--- src/rtl/player_input_ctrl.sv ---
// player_input_ctrl: conditions four raw direction buttons into a priority-resolved
// held direction and a rate-limited one-hot move strobe (one strobe = one step).
//
// Ports:
//   clk        system clock, rising edge
//   rst_n      synchronous active-low reset, clears every flop
//   btn_up     raw asynchronous button, active-high
//   btn_down   raw asynchronous button, active-high
//   btn_left   raw asynchronous button, active-high
//   btn_right  raw asynchronous button, active-high
//   held_dir   debounced level, one-hot {up,down,left,right} or zero
//   move_dir   single-cycle move strobe, same encoding, zero when idle
module player_input_ctrl #(
  parameter int unsigned DEBOUNCE_CYCLES = 500000,
  parameter int unsigned MOVE_PERIOD     = 1666666
) (
  input  logic       clk,
  input  logic       rst_n,
  input  logic       btn_up,
  input  logic       btn_down,
  input  logic       btn_left,
  input  logic       btn_right,
  output logic [3:0] held_dir,
  output logic [3:0] move_dir
);

  localparam int unsigned DbW  = $clog2(DEBOUNCE_CYCLES) + 1;
  localparam int unsigned PerW = $clog2(MOVE_PERIOD) + 1;
  localparam logic [DbW-1:0]  DbMax  = DbW'(DEBOUNCE_CYCLES - 1);
  localparam logic [PerW-1:0] PerMax = PerW'(MOVE_PERIOD - 1);

  typedef enum logic [0:0] {StIdle, StHold} state_e;

  // Bit order everywhere: [3] up, [2] down, [1] left, [0] right.
  logic [3:0] btn_raw;
  assign btn_raw = {btn_up, btn_down, btn_left, btn_right};

  logic [3:0]      sync1_q, sync2_q;
  logic [3:0]      stable_q, stable_d;
  logic [DbW-1:0]  db_cnt_q [4];
  logic [DbW-1:0]  db_cnt_d [4];
  logic [3:0]      held_q, held_d;
  logic [3:0]      move_q, move_d;
  logic [3:0]      last_q, last_d;
  logic [PerW-1:0] per_cnt_q, per_cnt_d;
  state_e          state_q, state_d;

  // Debounce: a change is accepted only after DEBOUNCE_CYCLES consecutive mismatches;
  // any return to the stable value clears the count.
  always_comb begin
    stable_d = stable_q;
    for (int i = 0; i < 4; i++) begin
      db_cnt_d[i] = '0;
      if (sync2_q[i] != stable_q[i]) begin
        if (db_cnt_q[i] == DbMax) begin
          stable_d[i] = sync2_q[i];
        end else begin
          db_cnt_d[i] = db_cnt_q[i] + 1'b1;
        end
      end
    end
  end

  // Fixed priority up > down > left > right keeps the level one-hot.
  always_comb begin
    held_d = 4'b0000;
    if (stable_q[3]) begin
      held_d = 4'b1000;
    end else if (stable_q[2]) begin
      held_d = 4'b0100;
    end else if (stable_q[1]) begin
      held_d = 4'b0010;
    end else if (stable_q[0]) begin
      held_d = 4'b0001;
    end
  end

  // Rate limiter. A direction change takes precedence over the terminal count so a
  // coincident change yields exactly one strobe and a restarted period.
  always_comb begin
    state_d   = state_q;
    per_cnt_d = per_cnt_q;
    move_d    = 4'b0000;
    last_d    = last_q;
    case (state_q)
      StIdle: begin
        per_cnt_d = '0;
        if (held_q != 4'b0000) begin
          move_d  = held_q;
          last_d  = held_q;
          state_d = StHold;
        end
      end
      StHold: begin
        if (held_q == 4'b0000) begin
          state_d   = StIdle;
          per_cnt_d = '0;
        end else if (held_q != last_q) begin
          move_d    = held_q;
          last_d    = held_q;
          per_cnt_d = '0;
        end else if (per_cnt_q == PerMax) begin
          move_d    = held_q;
          per_cnt_d = '0;
        end else begin
          per_cnt_d = per_cnt_q + 1'b1;
        end
      end
      default: begin
        state_d   = StIdle;
        per_cnt_d = '0;
      end
    endcase
  end

  always_ff @(posedge clk) begin
    if (!rst_n) begin
      sync1_q   <= '0;
      sync2_q   <= '0;
      stable_q  <= '0;
      for (int i = 0; i < 4; i++) begin
        db_cnt_q[i] <= '0;
      end
      held_q    <= '0;
      move_q    <= '0;
      last_q    <= '0;
      per_cnt_q <= '0;
      state_q   <= StIdle;
    end else begin
      sync1_q   <= btn_raw;
      sync2_q   <= sync1_q;
      stable_q  <= stable_d;
      for (int i = 0; i < 4; i++) begin
        db_cnt_q[i] <= db_cnt_d[i];
      end
      held_q    <= held_d;
      move_q    <= move_d;
      last_q    <= last_d;
      per_cnt_q <= per_cnt_d;
      state_q   <= state_d;
    end
  end

  assign held_dir = held_q;
  assign move_dir = move_q;

endmodule

--- config.mk ---
export PLATFORM = sky130hd
export DESIGN_NAME = player_input_ctrl
export DESIGN_NICKNAME = d
export VERILOG_FILES = /design/src/rtl/player_input_ctrl.sv
export SDC_FILE = /design/constraint.sdc
export NUM_CORES = 1
export LEC_CHECK = 0
export CAP_MARGIN = 20
export CORE_UTILIZATION = 45
export CTS_CLUSTER_DIAMETER = 60
export DETAILED_ROUTE_END_ITERATION = 7
export PLACE_DENSITY = 0.63
export SLEW_MARGIN = 20
export SYNTH_ARGS = -nofsm -noshare
export SYNTH_HDL_FRONTEND = slang
export SYNTH_SLANG_ARGS = --single-unit
--- constraint.sdc ---
create_clock -name clk -period 4.9 [get_ports clk]
set_clock_uncertainty 0.05 [all_clocks]
set_input_delay 1.225 -clock clk [delete_from_list [all_inputs] [get_ports clk]]
set_output_delay 1.225 -clock clk [all_outputs]
set_load 0.02 [all_outputs]
==> results of run 1 <==
-- path summary, 6_finish.rpt --
check,cells past startpoint,from,end,slack [ps]
max,4,rst_n,per_cnt_q[20],2030
min reg2reg,1,sync1_q[0],sync2_q[0],380
max reg2reg,6,db_cnt_q[2][0],db_cnt_q[2][13],2690
min,1,sync1_q[0],sync2_q[0],380
-- state kept, by name (all words and copies together), names as in the netlist --
name       cells
held_dir       4
stable_q       4
move_dir       4
db_cnt_q      80
sync1_q        4
per_cnt_q     22
sync2_q        4
last_q         4
state_q        1
-- metal layers --
layer,GRT usage (%),vias up
met1,19.9,1790
li1,-,2067
met2,25.9,50
met5,0,-
met4,7.73,0
met3,5.85,16
-- cell usage in the layout (no fill, tap or decap), types with 3 or more instances in the layout --
master	count
sky130_fd_sc_hd__dfxtp_1	127
sky130_fd_sc_hd__nor2_1	124
sky130_fd_sc_hd__xnor2_1	48
sky130_fd_sc_hd__xor2_1	47
sky130_fd_sc_hd__nand2_1	43
sky130_fd_sc_hd__nand3_1	40
sky130_fd_sc_hd__nand4_1	30
sky130_fd_sc_hd__nor3_1	23
sky130_fd_sc_hd__inv_1	18
sky130_fd_sc_hd__clkbuf_16	17
sky130_fd_sc_hd__and2_1	14
sky130_fd_sc_hd__clkdlybuf4s50_1	13
sky130_fd_sc_hd__nor4_1	10
sky130_fd_sc_hd__and3_1	9
sky130_fd_sc_hd__nor4b_1	6
sky130_fd_sc_hd__ha_1	6
sky130_fd_sc_hd__and4_1	5
sky130_fd_sc_hd__nor2b_1	4
sky130_fd_sc_hd__o21ai_0	4
sky130_fd_sc_hd__clkinvlp_4	4
sky130_fd_sc_hd__nand2b_1	3
sky130_fd_sc_hd__o22ai_1	3
sky130_fd_sc_hd__a21oi_1	3
sky130_fd_sc_hd__or3_1	3
sky130_fd_sc_hd__bufinv_16	3
sky130_fd_sc_hd__clkinv_2	3
sky130_fd_sc_hd__clkbuf_8	3
-- cells by family after synthesis --
kind of cell,Yosys count
and+or+nand+nor,328
DFF,127
xor gates and xnor gates,95
buffers and inverters,36
AOI/OAI and AO/OA,14
adders and majority gates,6
muxes,2
-- critical path, delay by kind of cell --
family,cells,cell delay [ps]
and+or+nand+nor,3,1130
buffers and inverters,1,770
-- power groups by stage --
| stage | registers, mW | logic [mW] | clock network, mW |
|---|---|---|---|
| after floorplan | 1.06 | 0.0129 | 0 |
| after global placement | 1.06 | 0.0187 | 0 |
| after detailed placement | 1.06 | 0.0189 | 0 |
| after CTS | 1.04 | 0.0189 | 1.30 |
| after global routing | 1.04 | 0.0211 | 1.35 |
| final | 1.04 | 0.0186 | 1.27 |
-- area by class of cell --
cell class | count | area share [%]
Tap cell | 143 | 2.90
Multi-Input combinational cell | 445 | 42.7
Clock buffer | 22 | 7.69
Clock inverter | 10 | 2.19
Sequential cell | 127 | 41.2
Timing Repair Buffer | 14 | 2.23
Inverter | 18 | 1.10
==> summary.md, run 1 <==
| Metric | Value |
|---|---|
| Area of all placed cells without fillers | `0.00617 mm2` |
| Class of the tightest hold or removal check | `reg2reg` |
| Number of antenna repair diodes | `0` |
| Largest fanout of any net on the critical path | `22` |
| Clock sink count | `127` |
| Sequential share of power | `44.7%` |
| Core Region | `0.0115 mm2` |
| Placed cell areas | `0.00556 mm2` |
| Hold buffer count at cts | `0` |
| Setup fix buffers added after clock tree synthesis | `0` |
| Global route overflow | `0` |
| Total setup violations reported at the end of the flow | `0` |
| Met2 Routed Length | `4130 um` |
| Global-route wire length before repair | `16300 um` |
| Hold Fails Final Rpt | `0` |
| Maximum number of pins on one net before global-route repair | `23` |
| Number of I/O port buffers | `13` |
| Compound-gate portion of the synthesized area | `1.64%` |
| Layout cell share with drive strength beyond 1 | `5.66%` |
| Total die area | `0.0123 mm2` |
| Required @ worst endpoint | `5170 ps` |
| Weighted congestion reported at the end of routability-driven placement | `0.792` |
| Switching pwr | `446 uW` |
| Total wire length | `9160 um` |
| Average size of a mapped cell | `8.76 um2` |
| Worst setup path category | `in2reg` |
| Area share of and/or/nand/nor cells after synthesis | `30.3%` |
| Final core utilization | `53.8%` |
| CTS H-Tree Depth | `4` |
| Biggest area contributors in the synthesized netlist | `sky130_fd_sc_hd__dfxtp_1 (48%), sky130_fd_sc_hd__nor2_1 (8.7%), sky130_fd_sc_hd__xnor2_1 (7.9%)` |
| Most numerous cell in the Yosys netlist | `sky130_fd_sc_hd__dfxtp_1` |
| Adder and majority gate portion of the synthesized area | `1.41%` |
| Ordered list of cells on the worst path | `clkdlybuf4s50_1 -> nor2b_1 -> nand3_1 -> nor2_1` |
| Average wire length per cell after detail routing | `11.8 um` |
| Highest Signal Layer | `met4` |
| Clk network pwr share | `54.5%` |
| TritonCTS clock tree | `done` |
| Total vias in the final route | `3923` |
| Worst-Skew Late Latency | `410 ps` |
| Rows | `39` |
| Area taken by multi-input logic gates | `0.00263 mm2` |
| Top_reg_cell synth | `sky130_fd_sc_hd__dfxtp_1` |
| Cell total after placement | `747` |
| Count of unique library cells instantiated by Yosys | `38` |
| Cell area after synthesis | `0.00533 mm2` |
| Worst slew slack as a fraction of its limit | `44.7%` |
| Pwr Density | `378 mW/mm2` |
| Post-synthesis async set-or-reset flop share | `0%` |
| FF+latch area | `0.00254 mm2` |
| Final worst-path cycle share | `58.6%` |
| Clock buffer count from CTS | `17` |
| Sum of internal, switching and leakage power | `2.33 mW` |
| Via-to-Cell Ratio | `5.04` |
| Antenna violations before repair | `0` |
| Worst setup EP type | `flip-flop` |
| Run status | `completed` |
| Post-cts gate resize count | `0` |
| Setup repair after global routing missed its margin | `no` |
| Pre-Repair DR Iteration Count | `4` |
| Setup WS post-layout | `2030 ps` |
| Non-filler instance count after layout | `779` |
| Via count of the first global-routing pass | `3730` |
| Relative area change from synthesis to final layout | `15.7%` |
| GRT Util Overall | `16.4%` |
| Buffer type at the clock tree root | `sky130_fd_sc_hd__clkbuf_16` |
| Internal Pwr Total | `1.88 mW` |
| Fraction of synthesized area in multiplexers | `0.376%` |
| Yosys reg bits | `127` |
| CP arrival | `3140 ps` |
| Setup slack after placement | `1560 ps` |
| Area fraction of the dominant cell type after synthesis | `47.7%` |
| Die outline height | `111 um` |
| Filler Cell Count | `1050` |
| Post-synth top cells | `sky130_fd_sc_hd__dfxtp_1 (127), sky130_fd_sc_hd__nor2_1 (124), sky130_fd_sc_hd__xnor2_1 (48)` |
| Maximum clock frequency | `348 MHz` |
| Final net count | `635` |
| Slowest stage cell, crit path | `sky130_fd_sc_hd__clkdlybuf4s50_1` |
| Number of enable flip-flop cells after synthesis | `0` |
| Area share of xor/xnor cells in the synthesized design | `15.6%` |
| Combinational family with the most area after synthesis | `simple AND/OR/NAND/NOR gates` |
| Initial core utilization | `46.5%` |
| Number of ports placed on the die boundary | `14` |
| Chip width | `111 um` |
| M1 WL | `4510 um` |
| Biggest area consumer among synthesized cells | `sky130_fd_sc_hd__dfxtp_1` |
| Net Count, Synth | `620` |
| Stage delay of the slowest cell on the critical path | `770 ps` |
| Max Root-Sink Buffers | `2` |
| Setup TNS Final | `0 ps` |
| Antenna-violating nets left | `0` |
| Min Clock Period, post-route | `2870 ps` |
| Worst setup SP type | `primary input` |
| Final count of pins violating max slew | `0` |
| Clock slew at the register clock pins of the worst setup and hold paths | `50 ps` |
| Switching fraction of total power | `19.2%` |
| Cell leakage power | `1.96 nW` |
| Worst Max-Slew Pin Slew | `828 ps` |
| Detailed Route Iter0 Violations | `167` |
| Synth warnings | `0` |
| Post-Route Hold Slack | `385 ps` |
| Seq/Total Area, Yosys | `47.7%` |
| Peak VDD IR | `0.000302 V` |
| Count of unresolved DRC violations after routing | `0` |
| MaxCap Viol Count | `0` |
| Number of cells produced by synthesis | `608` |
| WL met3 | `380 um` |
| Power share of the combinational group | `0.8%` |
| Detail Placement HPWL | `6270 um` |
Note: power is estimated with default switching activity, not from simulation.
==> run 2, diff against run 1 <==
--- a/config.mk
+++ b/config.mk
@@ -9,7 +9,7 @@
 export CORE_UTILIZATION = 45
 export CTS_CLUSTER_DIAMETER = 60
 export DETAILED_ROUTE_END_ITERATION = 7
-export PLACE_DENSITY = 0.63
+export PLACE_DENSITY = 0.65
 export SLEW_MARGIN = 20
 export SYNTH_ARGS = -nofsm -noshare
 export SYNTH_HDL_FRONTEND = slang
==> constraint.sdc (replaced) <==
create_clock -name clk -period 2.5 [get_ports clk]
set_clock_uncertainty 0.05 [all_clocks]
set_input_delay 0.625 -clock clk [delete_from_list [all_inputs] [get_ports clk]]
set_output_delay 0.625 -clock clk [all_outputs]
set_load 0.02 [all_outputs]
==> summary.md, run 2 (synthesis gave the netlist of run 1 again) <==
| Metric | Value |
|---|---|
| GRT Util Overall | `16.7% (+0.32 points)` |
| Detailed Route Iter0 Violations | `169 (+1.2%)` |
| Stage delay of the slowest cell on the critical path | `670 ps (-100 ps)` |
| Filler Cell Count | `1060 (+0.95%)` |
| Average wire length per cell after detail routing | `12.1 um (+2.8%)` |
| Final net count | `642 (+1.1%)` |
| Initial core utilization | `46.5% (unchanged)` |
| Sequential share of power | `44.3% (-0.4 points)` |
| Worst path top cell family by delay | `buffers and inverters` |
| Largest fanout of any net on the critical path | `5 (-77%)` |
| Chip width | `111 um (unchanged)` |
| Relative area change from synthesis to final layout | `16.6%` |
| Global route overflow | `0 (unchanged)` |
| Antenna-violating nets left | `0 (unchanged)` |
| Class of the tightest hold or removal check | `reg2reg` |
| Run status | `completed` |
| Top Registers | `db_cnt_q: 80 flops, per_cnt_q: 22 flops` |
| Final count of pins violating max slew | `0 (unchanged)` |
| Post-Route Hold Slack | `389 ps (+4.10 ps)` |
| Number of ports placed on the die boundary | `14 (unchanged)` |
| Required @ worst endpoint | `1820 ps (-3350 ps)` |
| Number of I/O port buffers | `13 (unchanged)` |
| Layout cell share with drive strength beyond 1 | `6.08% (+0.42 points)` |
| Clock sink count | `127 (unchanged)` |
| Antenna violations before repair | `0 (unchanged)` |
| Total vias in the final route | `4017 (+2.4%)` |
| Area taken by multi-input logic gates | `0.00263 mm2 (unchanged)` |
| Total setup violations reported at the end of the flow | `0 (unchanged)` |
| Ordered list of cells on the worst path | `clkdlybuf4s50_1` |
| Switching fraction of total power | `18.4% (-0.74 points)` |
| Post-cts gate resize count | `0 (unchanged)` |
| Detail Placement HPWL | `6400 um (+2.1%)` |
| Count of unresolved DRC violations after routing | `0 (unchanged)` |
| Pre-Repair DR Iteration Count | `4 (unchanged)` |
| Critical path buffer and inverter count | `1 (unchanged)` |
| Clk network pwr share | `54.9% (+0.4 points)` |
| Buffer type at the clock tree root | `sky130_fd_sc_hd__clkbuf_16` |
| TritonCTS clock tree | `done` |
| CTS H-Tree Depth | `4 (unchanged)` |
| Maximum clock frequency | `460 MHz` |
| Worst slew slack as a fraction of its limit | `58.1% (+13 points)` |
| Worst setup SP type | `flip-flop` |
| Global-route wire length before repair | `16900 um (+3.9%)` |
| Register-to-register setup slack | `430 ps (-2260 ps)` |
| Hold Fails Final Rpt | `0 (unchanged)` |
| Flip-flop count of the largest register, all copies and words added | `80 (unchanged)` |
| Final worst-path cycle share | `86.9%` |
| Internal Pwr Total | `3.76 mW (+100%)` |
| Rows | `39 (unchanged)` |
| Setup repair after global routing missed its margin | `no` |
| Peak VDD IR | `0.000660 V (+120%)` |
| Slowest stage cell, crit path | `sky130_fd_sc_hd__clkdlybuf4s50_1` |
| Hold buffer count at cts | `0 (unchanged)` |
| Min Clock Period, post-route | `2170 ps` |
| Worst setup path category | `reg2out` |
| Via-to-Cell Ratio | `5.12 (+1.7%)` |
| Clock buffer count from CTS | `17 (unchanged)` |
| FF+latch area | `0.00254 mm2 (unchanged)` |
| Setup fix buffers added after clock tree synthesis | `0 (unchanged)` |
| Via count of the first global-routing pass | `3819 (+2.4%)` |
| Setup TNS Final | `0 ps (unchanged)` |
| Core Region | `0.0115 mm2 (unchanged)` |
| Die outline height | `111 um (unchanged)` |
| Cell leakage power | `2.00 nW (+2.1%)` |
| Worst Max-Slew Pin Slew | `620 ps (-207 ps)` |
| Total die area | `0.0123 mm2 (unchanged)` |
| Max Root-Sink Buffers | `2 (unchanged)` |
| Maximum number of pins on one net before global-route repair | `23 (unchanged)` |
| Pwr Density | `741 mW/mm2 (+96%)` |
| Switching pwr | `849 uW (+90%)` |
| CP arrival | `1500 ps (-1640 ps)` |
| Clock slew at the register clock pins of the worst setup and hold paths | `50 ps (about the same)` |
| Most frequent cells in the layout | `sky130_fd_sc_hd__dfxtp_1 (127), sky130_fd_sc_hd__nor2_1 (124), sky130_fd_sc_hd__xnor2_1 (48)` |
| MaxCap Viol Count | `0 (unchanged)` |
| Largest register by flop count | `db_cnt_q` |
| Power share of the combinational group | `0.9% (about the same)` |
| Weighted congestion reported at the end of routability-driven placement | `0.794 (+0.33%)` |
| Commonest non-fill, non-tap cell in the layout | `sky130_fd_sc_hd__dfxtp_1` |
| Worst setup EP type | `output port` |
| Worst-Skew Late Latency | `410 ps (about the same)` |
| Number of antenna repair diodes | `0 (unchanged)` |
| Total wire length | `9480 um (+3.5%)` |
==> run 2: layout make-up <==
| class | instances | share of cell area (%) |
|---|---|---|
| clock inverters | 7 | 2.18 |
| inverters | 18 | 1.09 |
| multi-input cells | 445 | 42.3 |
| flip-flops and latches | 127 | 40.9 |
| repair buffers | 21 | 3.06 |
| clock buffers | 23 | 7.53 |
| well taps | 143 | 2.88 |
==> run 2: per-stage QoR <==
step           cells  area [um2]  utilization [%]  total power, mW  setup WS (ps)
3_3_place_gp     754        5610             48.9             2.12            360
3_5_place_dp     754        5610             48.9             2.12            320
2_1_floorplan    608        5330                -             2.11            655
6_report         784        6210             54.2             4.61            327
5_1_grt          784        6210             54.2             4.74            198
4_1_cts          784        6210             54.2             4.65            303
==> run 2: final timing paths <==
path | startpoint | end | cells past startpoint
setup reg to reg | db_cnt_q[2][0] | db_cnt_q[2][15] | 6
hold reg to reg | sync1_q[2] | sync2_q[2] | 1
setup / recovery | held_dir[1] | held_dir[1] | 1
hold / removal | sync1_q[2] | sync2_q[2] | 1
==> run 2: power by group through the flow <==
stage | clock network (mW) | registers, mW | logic [mW]
CTS | 2.57 | 2.04 | 0.0402
global route | 2.66 | 2.04 | 0.0447
global placement | 0 | 2.08 | 0.0394
floorplan | 0 | 2.08 | 0.0253
detailed placement | 0 | 2.08 | 0.0402
finish | 2.53 | 2.04 | 0.0397
==> run 2: layer usage <==
metal	GRT usage [%]	up-vias	share of wire, %
met1	20.9	1884	49
met2	26.9	48	46
li1	-	2074	-
met5	0	-	0
met4	7.38	0	1.5
met3	4.76	11	3.2
